$ cat src/rtl/link_slave_fsm.sv
// Byte-serial link slave: assembles four big-endian bytes into a word, one ack per byte.
// Optional per-word XOR checksum when LINK_SLAVE_CHECKSUM_EN is defined.
module link_slave_fsm #(
    parameter int unsigned ACK_HOLD = 1
) (
    input  logic        clk,
    input  logic        rst,
    input  logic        req,
    input  logic [7:0]  data,
    output logic        ack,
    output logic [31:0] word,
    output logic        word_valid,
    input  logic        word_ready,
    output logic [7:0]  chk,
    output logic [7:0]  frame_cnt,
    output logic        proto_err
);

    typedef enum logic [1:0] {StIdle, StStall, StAck} state_e;

    state_e      state_q, state_d;
    logic [1:0]  byte_cnt_q, byte_cnt_d;
    logic [3:0]  hold_q, hold_d;
    logic [31:0] buf_q, buf_d;
    logic [31:0] word_q, word_d;
    logic        word_valid_q, word_valid_d;
    logic [7:0]  frame_cnt_q, frame_cnt_d;
    logic        proto_err_q, proto_err_d;
    logic        load;
    logic        free;
    logic        hold_done;

    assign free      = !word_valid_q || word_ready;
    assign hold_done = hold_q >= 4'(ACK_HOLD - 1);

    always_comb begin
        state_d     = state_q;
        byte_cnt_d  = byte_cnt_q;
        hold_d      = hold_q;
        buf_d       = buf_q;
        word_d      = word_q;
        proto_err_d = proto_err_q;
        load        = 1'b0;
        unique case (state_q)
            StIdle: begin
                if (req) begin
                    unique case (byte_cnt_q)
                        2'd0: buf_d[31:24] = data;
                        2'd1: buf_d[23:16] = data;
                        2'd2: buf_d[15:8]  = data;
                        2'd3: buf_d[7:0]   = data;
                        default: ;
                    endcase
                    if (byte_cnt_q == 2'd3 && !free) begin
                        state_d = StStall;
                    end else begin
                        if (byte_cnt_q == 2'd3) begin
                            load   = 1'b1;
                            word_d = {buf_q[31:8], data};
                        end
                        state_d    = StAck;
                        hold_d     = 4'd0;
                        byte_cnt_d = byte_cnt_q + 2'd1;
                    end
                end
            end
            StStall: begin
                if (req) proto_err_d = 1'b1;
                if (free) begin
                    load       = 1'b1;
                    word_d     = buf_q;
                    state_d    = StAck;
                    hold_d     = 4'd0;
                    byte_cnt_d = byte_cnt_q + 2'd1;
                end
            end
            StAck: begin
                if (hold_done) begin
                    if (req) proto_err_d = 1'b1;
                    else     state_d = StIdle;
                end else begin
                    hold_d = hold_q + 4'd1;
                end
            end
            default: state_d = StIdle;
        endcase
    end

    // A load wins over a same-cycle consume, so the new word stays valid.
    assign word_valid_d = load ? 1'b1 : (word_ready ? 1'b0 : word_valid_q);
    assign frame_cnt_d  = frame_cnt_q + {7'd0, load};

    always_ff @(posedge clk) begin
        if (rst) begin
            state_q      <= StIdle;
            byte_cnt_q   <= 2'd0;
            hold_q       <= 4'd0;
            buf_q        <= 32'd0;
            word_q       <= 32'd0;
            word_valid_q <= 1'b0;
            frame_cnt_q  <= 8'd0;
            proto_err_q  <= 1'b0;
        end else begin
            state_q      <= state_d;
            byte_cnt_q   <= byte_cnt_d;
            hold_q       <= hold_d;
            buf_q        <= buf_d;
            word_q       <= word_d;
            word_valid_q <= word_valid_d;
            frame_cnt_q  <= frame_cnt_d;
            proto_err_q  <= proto_err_d;
        end
    end

`ifdef LINK_SLAVE_CHECKSUM_EN
    logic [7:0] chk_q;
    always_ff @(posedge clk) begin
        if (rst)       chk_q <= 8'd0;
        else if (load) chk_q <= word_d[31:24] ^ word_d[23:16] ^ word_d[15:8] ^ word_d[7:0];
    end
    assign chk = chk_q;
`else
    assign chk = 8'd0;
`endif

    assign ack        = (state_q == StAck);
    assign word       = word_q;
    assign word_valid = word_valid_q;
    assign frame_cnt  = frame_cnt_q;
    assign proto_err  = proto_err_q;

endmodule

$ cat config.mk
export PLATFORM = sky130hd
export DESIGN_NAME = link_slave_fsm
export DESIGN_NICKNAME = d
export VERILOG_FILES = /design/src/rtl/link_slave_fsm.sv
export SDC_FILE = /design/constraint.sdc
export NUM_CORES = 1
export LEC_CHECK = 0
export ABC_AREA = 1
export BUFFER_PORTS_ARGS = -buffer_cell sky130_fd_sc_hd__buf_2
export CORE_MARGIN = 2
export CORE_UTILIZATION = 46
export CTS_CLUSTER_DIAMETER = 30
export DETAILED_ROUTE_END_ITERATION = 7
export GPL_ROUTABILITY_DRIVEN = 0
export GPL_TIMING_DRIVEN = 0
export PLACE_DENSITY = 0.66
export SLEW_MARGIN = 40
export SYNTH_ARGS = -nofsm -noshare
export SYNTH_HDL_FRONTEND = slang
export SYNTH_SLANG_ARGS = --single-unit
$ cat constraint.sdc
create_clock -name clk -period 3.34 [get_ports clk]
set_input_delay 0 -clock clk [delete_from_list [all_inputs] [get_ports clk]]
set_output_delay 0 -clock clk [all_outputs]
set_load 0.03 [all_outputs]
==> impl.org, run 1 <==
** Outcome
- The flow ran to the end, and the final reports show no timing, DRC or antenna violations.

** Synthesis
- Adder-cell area share of the yosys netlist :: 3.59%
- Cell types with the largest area share after synthesis :: sky130_fd_sc_hd__dfxtp_1 50%, sky130_fd_sc_hd__nor2_1 9.7%, sky130_fd_sc_hd__o21ai_0 9.1%
- In the synthesized netlist, the number of instances is 403.
- Top cell type's share of synthesized area :: 49.8%
- Async SR Flop Fraction :: 0%
- The most common cell in the synthesized netlist is sky130_fd_sc_hd__nor2_1.
- The share of the Yosys chip area taken by registers is 49.8%.
- Syn Area/Cell :: 7.78 um2
- Total number of yosys warnings :: 0
- In this run the cell area of the synthesized design comes to 3140 um2.
- Mux share of post-synthesis cell area :: 0%
- The synthesized netlist devotes 16.3% of its cell area to simple gates.
- Yosys mapped a number of flops with a built-in enable equal to 0.
- Synth area leader :: sky130_fd_sc_hd__dfxtp_1
- FF+latch count, synth :: 78
- The synthesized netlist contains 25 unique library cells.
- Top cell types by occurrence after synthesis :: 81 x sky130_fd_sc_hd__nor2_1, 78 x sky130_fd_sc_hd__dfxtp_1, 57 x sky130_fd_sc_hd__o21ai_0
- Post-synthesis compound-gate area fraction :: 18.0%
- Top flip-flop cell by instance count after synthesis :: sky130_fd_sc_hd__dfxtp_1
- Main combinational cell family by area after synthesis :: compound AO/OA/AOI/OAI gates
- Summing the areas of all xor and xnor instances in the mapped netlist gives 0.559% of the synthesized area.

** Routing
- Drt first-iter violations :: 79
- Detailed routing inserted a total of 2666 vias.
- In the routed design, unresolved DRC markers number 0.
- Summed over all layers, the routed wires come to 6630 um.
- The count of nets left with antenna violations once routing finished came out at 0.
- Vias/cell :: 4.77
- In the final routed layout, each cell accounts on average for 11.9 um.
- First-pass iteration count of the detailed router :: 4

** Global routing
- Summed over all layers, the global routing overflow is 0.
- Entering global routing, the biggest net connects 14 pins.
- Wire length of the first global-routing pass :: 11200 um
- Global routing consumed, over all layers together, 19.1% of the routing resources.
- Number of global-route vias before repair :: 2523
- Number of antenna violations at the first check in global routing :: 0

** Setup path
- Launching element type of the critical path :: register
- Crit Path Category :: register to register
- List of cells traversed by the critical path :: inv_1, ha_1, clkinv_1, buf_2, a21oi_1, ha_1, ha_1, nand3_1, nor2_1, nand2_1, nand2_1, nor2_1
- The worst setup path is captured at a register.
- Most frequent CP cell :: sky130_fd_sc_hd__ha_1
- For the worst setup path, the data arrival time is 2.50 ns.
- Data on the critical path is required at its endpoint by 3.59 ns.
- The slowest stage of the critical path belongs to the cell sky130_fd_sc_hd__dfxtp_1.
- Peak fanout along the critical path :: 10
- On the worst path, the slowest cell contributes a delay of 0.32 ns.

** Floorplan
- Die extent in y :: 86.6 um
- Core outline area :: 6680 um2
- Number of placement rows :: 30
- Die width :: 86.6 um
- Initial Util :: 46.9%
- Top Ports :: 63
- Total Die Area :: 7490 um2

** Power
- The clock network burns 39.6% of the power.
- In this run the power density over the cells is 557 nW/um2.
- Net Switching :: 0.541 mW
- In this run the static leakage power is 1.67 nW.
- Worst voltage drop across the vdd grid :: 0.255 mV
- Registers are responsible for 48.0% of the overall power.
- Of the total power, the share spent switching nets is 25.7%.
- Internal power component :: 1.56 mW
- Fraction of power consumed by combinational cells :: 12.3%

** Hold path
- The worst hold path belongs to the class primary input to register.

** Placed design
- Port buffering added 53 buffers.
- Post-placement worst setup slack :: 1.05 ns
- Once detailed placement completed, the half-perimeter wirelength came to 4830 um.

** Final layout
- Across the whole layout, storage elements account for 1560 um2.
- Multi-input gate area in the final layout :: 1240 um2
- The net count of the finished layout is 496.
- For this run, the share of the core covered by cells in the final layout is 56.5%.
- Fill cells in the final layout number 661.
- Signed area change from the synthesized netlist to the final layout :: 20.3%
- Cells with a size suffix above 1 make up 19.2% of the layout.
- Diodes inserted :: 0

** Clock tree
- Quantity of gates resized following cts :: 0
- Total number of H-tree levels :: 3
- CTS tree :: built
- Total number of clock tree sinks :: 78
- Counting along the longest clock path gives a buffer depth of 2.
- CTS clock-pin slew for the worst setup and hold paths :: 0.08 ns
- For the worst-skew pair, the clock arrives at the later sink with an insertion delay of 0.34 ns.
- CTS Buf Count :: 9
- The cell sitting at the root of the clock tree is a sky130_fd_sc_hd__clkbuf_8.
- Buffers inserted to repair hold after CTS numbered 1.
- After clock tree synthesis, the setup repair step added 0 buffers.

** STA
- Smallest setup slack after layout :: 1.08 ns
- The number of endpoints with negative hold slack in the final report came to 0.
- The final max-slew violation count was 0.
- Final period utilization :: 67.6%
- Between clock sinks in the finished design, the worst skew comes to 0.00573 ns.
- Setup violations remaining at the end of the flow were counted as 0.
- The worst path needs 2.26 ns of the cycle, external delays included.
- Maximum clock rate :: 443 MHz
- For the final routed database, the setup TNS stands at 0 ns.
- Unrepaired setup endpoints after global routing :: false

** Flow run
- The tool flagged a number of max-cap violations equal to 0.
-- cells in the final DEF, fill, tap and decap left out, types with 2 or more instances in the layout --
cell	count
sky130_fd_sc_hd__a21oi_1	39
sky130_fd_sc_hd__buf_4	8
sky130_fd_sc_hd__bufinv_16	3
sky130_fd_sc_hd__nand2_1	25
sky130_fd_sc_hd__nand2_2	2
sky130_fd_sc_hd__ha_1	9
sky130_fd_sc_hd__dfxtp_1	78
sky130_fd_sc_hd__conb_1	8
sky130_fd_sc_hd__o21ai_0	57
sky130_fd_sc_hd__buf_2	57
sky130_fd_sc_hd__nor3_1	2
sky130_fd_sc_hd__inv_1	46
sky130_fd_sc_hd__clkbuf_1	9
sky130_fd_sc_hd__buf_6	5
sky130_fd_sc_hd__nand3_1	11
sky130_fd_sc_hd__o21ai_1	17
sky130_fd_sc_hd__nor2_1	81
sky130_fd_sc_hd__clkbuf_8	9
-- flip-flops by register name, indices dropped and copies added (netlist names) --
register and flops:
buf_q 32, word 32, frame_cnt 8, byte_cnt_q 2, state_q 2, proto_err 1
word_valid 1
-- path summary, 6_finish.rpt --
| check | start | depth (start not counted) | endpoint | slack, ns |
|---|---|---|---|---|
| setup / recovery | state_q[1]$_SDFFE_PP0P_ | 12 | frame_cnt[6]$_SDFF_PP0_ | 1.08 |
| hold / removal | data[7] | 3 | buf_q[31]$_SDFFE_PP0P_ | 0.03 |
| setup reg to reg | state_q[1]$_SDFFE_PP0P_ | 12 | frame_cnt[6]$_SDFF_PP0_ | 1.08 |
| hold reg to reg | buf_q[8]$_SDFFE_PP0P_ | 2 | buf_q[8]$_SDFFE_PP0P_ | 0.45 |
-- per-stage QoR --
step | power [mW] | std cells | hold WS, ns | instance area, um2
finish | 2.10 | 559 | 0.0255 | 3770
detailed placement | 1.29 | 543 | 0.360 | 3530
global placement | 1.28 | 543 | 0.351 | 3530
floorplan | 1.22 | 410 | 0.145 | 3160
CTS | 2.12 | 559 | 0.00256 | 3770
global route | 2.21 | 559 | 0.0249 | 3770
-- power groups by stage --
stage                     sequential [mW]  combinational (mW)  clock [mW]
after floorplan                      1.06               0.163           0
after global placement               1.03               0.251           0
after detailed placement             1.03               0.258           0
after CTS                            1.01               0.260       0.853
after global routing                 1.02               0.295       0.895
final                                1.01               0.259       0.833
-- logic make-up (layout without fill, tap and decap cells) --
group	after synthesis	after routing
buf+inv	76	145
other cells	1	8
fa+ha+maj	9	9
simple gates	124	124
flops	78	78
xor+xnor	2	2
compound gates	113	113
-- worst max-delay path, delay by kind of cell, from the launching register on --
kind                       cells  cell delay (ns)
buffers and inverters          3             0.59
AOI/OAI and AO/OA              1             0.22
DFF                            1             0.32
and+or+nand+nor                5             0.41
adders and majority gates      3             0.62
-- metal layers --
metal | up-vias | track usage (%) | routed length, um
met2 | 59 | 31.0 | 3030
met1 | 1171 | 22.9 | 3090
met5 | - | 0 | 0
met4 | 0 | 9.38 | 187
li1 | 1418 | - | -
met3 | 18 | 6.10 | 326
-- area by class of cell --
class                   instances  share of cell area (%)
repair buffers                 54                    7.30
multi-input cells             256                    32.8
flip-flops and latches         78                    41.4
well taps                      80                    2.65
plain buffers                  27                    4.71
clock buffers                   9                    3.28
inverters                      49                    4.94
clock inverters                 6                    2.95
(Power assumes the default switching activity.)
==> run 2, diff against run 1 <==
PLACE_DENSITY = 0.68   (was 0.66)
clock period = 1.8 ns   (was 3.34 ns; I/O delays follow)
==> run 2 against run 1 <==
Effect of this change:
- die area did not move
- global-route usage decreased by 0.52 points
- clock-buffer cell count grew 2
- register-to-register slack worse by 0.91 ns
- critical endpoint is now frame_cnt[7]$_SDFF_PP0_
- largest power group unchanged
- via count grew 2.5%
- first-iteration DRC count increased by 91%
==> impl.org, run 2 (synthesis results as in run 1) <==
** Routing
- The routed wire length per instance is 11.6 um (was 11.9 um).
- Remaining antenna violation count :: 0 (unchanged)
- Routed vias :: 2732 (was 2666)
- The ratio of routed vias to standard cells came to 4.87 (was 4.77).
- First-pass iteration count of the detailed router :: 4 (unchanged)
- The number of design-rule violations left by the first detailed-router iteration came to 151 (was 79).
- Total length of routed met3 wires :: 358 um (was 326 um)
- The sum of met2 wire segment lengths after detailed routing was 3150 um (was 3030 um).
- The number of remaining DRC errors came to 0 (unchanged).
- The wire length the detailed router placed on met1 came to 2930 um (was 3090 um).
- The top routing layer in use is met4 (unchanged).
- The total wire length came to 6520 um (was 6630 um).

** Hold path
- Path category of the worst min-delay check :: primary input to register (unchanged)

** Final layout
- The final cell count without fillers is 561 (was 559).
- Final nets :: 497 (was 496)
- Most used cells in the layout excluding fill and tap cells :: 80 x sky130_fd_sc_hd__nor2_1, 75 x sky130_fd_sc_hd__dfxtp_1, 57 x sky130_fd_sc_hd__o21ai_0, 56 x sky130_fd_sc_hd__buf_2, 44 x sky130_fd_sc_hd__inv_1 (was 81 x sky130_fd_sc_hd__nor2_1, 78 x sky130_fd_sc_hd__dfxtp_1, 57 x sky130_fd_sc_hd__buf_2, 57 x sky130_fd_sc_hd__o21ai_0, 46 x sky130_fd_sc_hd__inv_1)
- The area added between synthesis and finish is 23.2% (was 20.3%).
- The number of diodes is 0 (unchanged).
- Leading cell type in the layout, fill and taps excluded :: sky130_fd_sc_hd__nor2_1 (unchanged)
- Multi-input gate area in the final layout :: 1310 um2 (was 1240 um2)
- Fraction of layout instances using a drive strength above 1 :: 22.7% (was 19.2%)
- The storage element area is 1570 um2 (was 1560 um2).
- The area of all placed cells without fillers was 3860 um2 (was 3770 um2).
- Fillers :: 648 (was 661)

** Clock tree
- Clock root cell :: sky130_fd_sc_hd__clkbuf_8 (unchanged)
- Maximum count of clock buffers along a single path :: 2 (unchanged)
- CTS tree :: built (unchanged)
- CTS clock-pin slew for the worst setup and hold paths :: 0.08 ns (about the same)
- The CTS buffer count is 9 (unchanged).
- The clock insertion delay at the later pin of the skew report is 0.35 ns (was 0.34 ns).
- The CTS sink count came to 78 (unchanged).
- Total number of H-tree levels :: 3 (unchanged)

** Global routing
- The number of antenna violations at the first check in global routing came to 0 (unchanged).
- The number of global-route vias before repair is 2453 (was 2523).
- The maximum number of pins on one net before global-route repair is 19 (was 14).
- Wire length of the first global-routing pass :: 11100 um (was 11200 um)
- The total congestion overflow was 0 (unchanged).
- The global router's overall resource usage is 18.6% (was 19.1%).

** Floorplan
- The total I/O pin count was 63 (unchanged).
- The full die area is 7490 um2 (unchanged).
- The width of the chip came to 86.6 um (unchanged).
- Core outline area :: 6680 um2 (unchanged)
- The number of core rows was 30 (unchanged).
- The initial core utilization came to 46.9% (unchanged).
- The die height was 86.6 um (unchanged).

** Setup path
- The worst-path cell with the longest stage delay is sky130_fd_sc_hd__dfxtp_1 (unchanged).
- Peak fanout along the critical path :: 18 (was 10)
- Crit Path Category :: register to register (unchanged)
- List of cells traversed by the critical path :: inv_2, ha_4, inv_8, a21oi_4, ha_4, nand3_1, nor2_1, nand2_1, nand2_1, nor2_1 (was inv_1, ha_1, clkinv_1, buf_2, a21oi_1, ha_1, ha_1, nand3_1, nor2_1, nand2_1, nand2_1, nor2_1)
- The cell type group with the largest total delay on the critical path is simple AND/OR/NAND/NOR gates (was adder cells).
- Kind of end point of the critical path :: register (unchanged)
- The arrival time reported for the critical path endpoint was 1.88 ns (was 2.50 ns).
- The critical path required time came to 2.05 ns (was 3.59 ns).
- The type of origin of the critical path was a register (unchanged).
- Largest stage delay on the critical path :: 0.33 ns (was 0.32 ns)
- Bufs and invs on worst path :: 2 (was 3)

** Placed design
- Post-detailed-placement half-perimeter wirelength :: 4680 um (was 4830 um)
- Count of buffers inserted at the top-level ports :: 53 (unchanged)
- Post-DP Area :: 3550 um2 (was 3530 um2)
- The placement-stage worst setup slack came to -0.199 ns (was 1.05 ns).
- The number of cells after detailed placement came to 543 (unchanged).

** STA
- The fmax is 614 MHz (was 443 MHz).
- Number of hold violations in the final report :: 0 (unchanged)
- Smallest setup slack after layout :: 0.172 ns (was 1.08 ns)
- The setup-violating endpoint count in the final report is 0 (unchanged).
- The worst clock skew was 0.00877 ns (was 0.00573 ns).
- The final hold slack was 0.00425 ns (was 0.0255 ns).
- The final max-slew violation count was 0 (unchanged).
- Unrepaired setup endpoints after global routing :: false (unchanged)
- The ratio of final minimum period to clock period is 90.4% (was 67.6%).
- The shortest period the worst path allows was 1.63 ns (was 2.26 ns).

** Outcome
- Result of the run :: completed (unchanged)

** Power
- The worst IR drop on VDD came to 0.395 mV (was 0.255 mV).
- Total design power :: 3.86 mW (was 2.10 mW)
- Static leakage power :: 1.68 nW (was 1.67 nW)
- Total power density per cell area :: 999 nW/um2 (was 557 nW/um2)

** Flow run
- The number of maximum-capacitance violations came to 0 (unchanged).
## run 2: stage by stage
stage	util [%]	setup TNS, ns
after floorplan	-	0
after global placement	53.1	-0.422
after detailed placement	53.1	-0.481
after CTS	57.1	0
after global routing	57.8	0
final	57.8	0
## run 2: final timing paths
check / from / slack [ns] / endpoint / cells past startpoint
setup / recovery: state_q[1]$_SDFFE_PP0P_ / 0.17 / frame_cnt[7]$_SDFF_PP0_ / 10
hold / removal: rst / 0.004 / frame_cnt[2]$_SDFF_PP0_ / 2
setup reg to reg: state_q[1]$_SDFFE_PP0P_ / 0.17 / frame_cnt[7]$_SDFF_PP0_ / 10
hold reg to reg: buf_q[16]$_SDFFE_PP0P_ / 0.45 / buf_q[16]$_SDFFE_PP0P_ / 2
## run 2: cell type report
type / count / share of cell area, %
Inverter: 49 / 5.02
Tap cell: 80 / 2.59
Clock buffer: 11 / 3.92
Buffer: 26 / 4.47
Multi-Input combinational cell: 256 / 33.9
Clock inverter: 5 / 2.11
Sequential cell: 78 / 40.6
Timing Repair Buffer: 56 / 7.45
## run 2: worst reg2reg max path, stage by stage, from the launching register on
cell and delay (ns):
sky130_fd_sc_hd__dfxtp_1 0.33, sky130_fd_sc_hd__inv_2 0.10, sky130_fd_sc_hd__ha_4 0.19, sky130_fd_sc_hd__inv_8 0.07, sky130_fd_sc_hd__a21oi_4 0.17, sky130_fd_sc_hd__ha_4 0.16, sky130_fd_sc_hd__nand3_1 0.16, sky130_fd_sc_hd__nor2_1 0.19
sky130_fd_sc_hd__nand2_1 0.07, sky130_fd_sc_hd__nand2_1 0.05, sky130_fd_sc_hd__nor2_1 0.04
## run 2: metal layers
layer / vias up / track usage [%]
met5: - / 0
met3: 9 / 3.71
met4: 0 / 7.95
li1: 1423 / -
met1: 1230 / 23.7
met2: 70 / 30.7
## run 2: timing repair
action / CTS / global route
hold buffers: 0 / 0
gates resized for setup: 8 / 8
pin swaps: 3 / 2
setup buffers: 2 / 1
setup endpoints to repair: 5 / 5
endpoints found under the hold margin: 0 / 0
## run 2: power by group
group | switching [mW] | internal (mW) | total [mW]
registers | 0.0528 | 1.83 | 1.88
clock network | 0.632 | 0.856 | 1.49
logic | 0.323 | 0.168 | 0.491
